[src/rtl/data_mem_arbiter.sv]
// data_mem_arbiter
//
// Shares one per-core data memory between the pipeline MEM1 stage and a
// host/debug port. The pipeline has priority. A wait counter forces the host
// through after it has been denied MAX_WAIT consecutive cycles, and that
// stalls the pipeline for one cycle.
//
// Ports:
//   clk, reset                 single clock, synchronous active-high reset
//   pipe_re/we/addr/wdata      pipeline load/store request
//   pipe_rdata                 pipeline load data (mem_rdata passthrough)
//   pipe_stall                 pipeline denied this cycle, hold request
//   host_valid/we/addr/wdata   host request (valid/ready handshake)
//   host_ready                 host request accepted this cycle
//   host_rvalid/rdata          host read response, one cycle after accept
//   mem_raddr/waddr/wdata/we   memory array port (1-cycle synchronous read)
//   mem_rdata                  memory read data
module data_mem_arbiter #(
    parameter int unsigned DATA_WIDTH         = 64,
    parameter int unsigned THREAD_INDEX_BITS  = 3,
    parameter int unsigned DATA_MEM_ADDR_BITS = 8,
    parameter int unsigned MAX_WAIT           = 4
) (
    input  logic                                          clk,
    input  logic                                          reset,
    input  logic                                          pipe_re,
    input  logic                                          pipe_we,
    input  logic [THREAD_INDEX_BITS+DATA_MEM_ADDR_BITS-1:0] pipe_addr,
    input  logic [DATA_WIDTH-1:0]                         pipe_wdata,
    output logic [DATA_WIDTH-1:0]                         pipe_rdata,
    output logic                                          pipe_stall,
    input  logic                                          host_valid,
    input  logic                                          host_we,
    input  logic [THREAD_INDEX_BITS+DATA_MEM_ADDR_BITS-1:0] host_addr,
    input  logic [DATA_WIDTH-1:0]                         host_wdata,
    output logic                                          host_ready,
    output logic                                          host_rvalid,
    output logic [DATA_WIDTH-1:0]                         host_rdata,
    output logic [THREAD_INDEX_BITS+DATA_MEM_ADDR_BITS-1:0] mem_raddr,
    input  logic [DATA_WIDTH-1:0]                         mem_rdata,
    output logic [THREAD_INDEX_BITS+DATA_MEM_ADDR_BITS-1:0] mem_waddr,
    output logic [DATA_WIDTH-1:0]                         mem_wdata,
    output logic                                          mem_we
);

    // MAX_WAIT = 0 would give a zero-width counter; keep one bit that stays 0.
    localparam int unsigned    CntW   = (MAX_WAIT > 0) ? $clog2(MAX_WAIT + 1) : 1;
    localparam logic [CntW-1:0] MaxCnt = CntW'(MAX_WAIT);

    logic            pipe_active;
    logic            host_grant;
    logic [CntW-1:0] wait_cnt_q, wait_cnt_d;
    logic            rvalid_q, rvalid_d;

    // Arbitration. Reset gates the grant so nothing reaches memory while held.
    always_comb begin
        pipe_active = pipe_re | pipe_we;
        host_grant  = ~reset & host_valid & (~pipe_active | (wait_cnt_q == MaxCnt));
        host_ready  = host_grant;
        pipe_stall  = pipe_active & host_grant;
    end

    // Memory port mux. A simultaneous load and store is treated as a load.
    always_comb begin
        if (host_grant) begin
            mem_raddr = host_addr;
            mem_waddr = host_addr;
            mem_wdata = host_wdata;
            mem_we    = host_we;
        end else begin
            mem_raddr = pipe_addr;
            mem_waddr = pipe_addr;
            mem_wdata = pipe_wdata;
            mem_we    = ~reset & pipe_we & ~pipe_re;
        end
    end

    // Count consecutive denied host cycles, saturating at MAX_WAIT.
    always_comb begin
        wait_cnt_d = wait_cnt_q;
        if (host_grant || !host_valid) begin
            wait_cnt_d = '0;
        end else if (wait_cnt_q != MaxCnt) begin
            wait_cnt_d = wait_cnt_q + CntW'(1);
        end
        rvalid_d = host_grant & ~host_we;
    end

    always_ff @(posedge clk) begin
        if (reset) begin
            wait_cnt_q <= '0;
            rvalid_q   <= 1'b0;
        end else begin
            wait_cnt_q <= wait_cnt_d;
            rvalid_q   <= rvalid_d;
        end
    end

    // Masking with reset drops a response whose read was accepted just before
    // reset asserted.
    always_comb begin
        pipe_rdata  = mem_rdata;
        host_rvalid = rvalid_q & ~reset;
        host_rdata  = host_rvalid ? mem_rdata : '0;
    end

endmodule

[config.mk]
export PLATFORM = sky130hd
export DESIGN_NAME = data_mem_arbiter
export DESIGN_NICKNAME = d
export VERILOG_FILES = /design/src/rtl/data_mem_arbiter.sv
export SDC_FILE = /design/constraint.sdc
export NUM_CORES = 1
export LEC_CHECK = 0
export CORE_AREA = 2 2 172 174
export DETAILED_ROUTE_END_ITERATION = 7
export DIE_AREA = 0 0 174 176
export DONT_BUFFER_PORTS = 1
export MAX_ROUTING_LAYER = met4
export SETUP_SLACK_MARGIN = 0.4
export SLEW_MARGIN = 20
export SYNTH_ARGS = -nofsm -noshare
export SYNTH_HDL_FRONTEND = slang
export SYNTH_SLANG_ARGS = --single-unit
export TNS_END_PERCENT = 100
[constraint.sdc]
create_clock -name clk -period 4.7 [get_ports clk]
set_input_delay 0.94 -clock clk [delete_from_list [all_inputs] [get_ports clk]]
set_output_delay 0.94 -clock clk [all_outputs]
set_load 0.01 [all_outputs]
==> out/results.tsv <==
metric	value	unit
ys.flop_type	dfxtp_1	
drive_gt1_frac	0.503	
yosysMostFrequentCell	buf_4	
syn-num-nets	475	
ant_nets	0	
synthMuxAreaShare	0.408	
cp-start-kind	input pin	
dp_hpwl	11700	microns
synthCells	253	
synth_edf_count	0	
drv_slew	0	
overflow	0	
area_growth	-2.78	%
start_util	0.0757	
status	completed	
yosys.area.top_type	mux2_2	
grt_pass1_vias	1514	
layout.nets	391	
clock_path_buffers	2	
fin_crit_sh	0.733	
synthAdderAreaFrac	0.0116	
worstPathRequired	3.76	ns
grt_usage	0.0743	
die_h	176	microns
core	0.0285	sq mm
max_freq	290	MHz
power_frac_clock	0.481	
pwr-share-comb	0.386	
clk_latency	0.22	ns
synth_simple_gate_area_frac	0.215	
setup_violations	0	
cts_buffers	3	
end_kind	primary output	
synthTopCellsByArea	mux2_2 (36%), buf_4 (28%), and2_1 (19%)	
post-cts-setup-buffer-count	0	
root_buffer	clkbuf_16	
period_minus_slack	3.44	ns
worstMarginPinSlew	0.963	ns
layout_setup_ws	1.26	ns
drcViolationCount	0	
syn_area_per_cell	8.55	sq um
hp-class	register to register	
cts_tree	built	
h-tree-depth	1	
viasPerCell	2.82	
yosys_warnings	0	
finalClockSkew	0.00121	ns
synth_top_family_by_area	multiplexers	
netSwitchingPower	80.1	uW
cts.sinks	4	
power.internal	189	uW
synthXorXnorAreaFrac	0.00405	
final_core_util	0.0736	
drv_cap	0	
synth-seq-area-share	0.0370	
io_pins	438	
crit_arrival	2.50	ns
ys_async_sr_fraction	0	
seqPwrFrac	0.133	
synth_common_cells	buf_4 (81), mux2_2 (69), and2_1 (64), clkbuf_1 (7), mux2_4 (7)	
grt_pass1_wl	14200	microns
drtIter0Drc	35	
worstSetupPathType	input pin to primary output	
hold_violations	0	
rsz0062_at_grt	false	
cts.repair.resized	0	
place_ws	1.26	ns
slew-limit-headroom	0.357	
tns	0	ns
power.leakage	0.702	nW
grt_max_degree	66	
synth-compound-area-share	0.00694	
via_count	1595	
wl_per_cell	21.7	microns
first_pass_iters	3	
cts_hold_buf	0	
io_buffers	0	
antenna_found_initial	20	
ys_seq_elements	4	
dieArea	0.0306	sq mm
swShare	0.297	
power.density	128	mW/mm^2
place_congestion	0.901	
critPathMaxFanout	42	
peakVddDrop	0.108	mV
synthesis.area	0.00216	sq mm
synth_top_area_frac	0.359	
die_x	174	microns
clk_pin_slew	0.03	ns
rows	62	
synth_cell_types	19	
wirelength	12300	microns
-- cell usage in the layout (no fill, tap or decap), types with 2 or more instances in the layout --
cell type	count
and2_1	64
buf_4	2
clkbuf_16	3
dfxtp_1	4
diode_2	15
ha_1	2
inv_1	3
mux2_2	69
mux2_4	7
nor2_1	5
-- critical path, cell delays in order --
cell and delay, ns:
a2bb2oi_2 0.16, nand2b_4 0.52, buf_4 0.43, mux2_2 0.42
-- final timing paths --
kind	startpoint	endpoint	slack [ns]	depth (start not counted)
setup / recovery	pipe_we	mem_wdata[23]	1.26	4
hold / removal	wait_cnt_q[0]	wait_cnt_q[0]	0.48	1
hold reg to reg	wait_cnt_q[0]	wait_cnt_q[0]	0.48	1
setup reg to reg	wait_cnt_q[0]	rvalid_q	2.91	6
-- flip-flops by register name (all words and copies together) (netlist names) --
register and count:
wait_cnt_q 3, rvalid_q 1
-- logic make-up (layout without fill, tap and decap cells) --
group                      count (synthesis)  after routing
adders and majority gates                  2              2
AOI/OAI and AO/OA                          1              1
buffers and inverters                     94              8
DFF                                        4              4
and+or+nand+nor                           75             75
xor gates and xnor gates                   1              1
other                                      0             15
muxes                                     76             76
-- power groups by stage --
stage / clock, mW / sequential [mW] / combinational [mW]
4_1_cts: 0.131 / 0.0356 / 0.105
3_3_place_gp: 0 / 0.0360 / 0.103
5_1_grt: 0.135 / 0.0358 / 0.110
6_report: 0.130 / 0.0357 / 0.104
3_5_place_dp: 0 / 0.0361 / 0.105
2_1_floorplan: 0 / 0.0359 / 0.161
-- metal layers --
metal,wire [microns],part of all wire,global-route usage
met1,4100,0.33,0.0713
met2,6330,0.52,0.132
met3,1330,0.11,0.0282
met4,532,0.043,0.0368
met5,0,0,-
-- area by class of cell --
type                            count  area, sq um
Timing Repair Buffer                2         15.0
Sequential cell                     4         80.1
Multi-Input combinational cell    155         1400
Antenna cell                       15         37.5
Clock buffer                        3         75.1
Tap cell                          384          480
Fill cell                        3345        26400
Inverter                            3         11.3
-- through the flow --
stage	cell area (sq um)	total power [mW]	hold WS, ns	cells
after floorplan	2160	0.196	0.417	253
after global placement	1990	0.139	0.429	548
after detailed placement	1990	0.141	0.469	548
after CTS	2060	0.272	0.470	551
after global routing	2100	0.281	0.498	566
final	2100	0.269	0.476	566
Note: power is estimated with default switching activity, not from simulation.
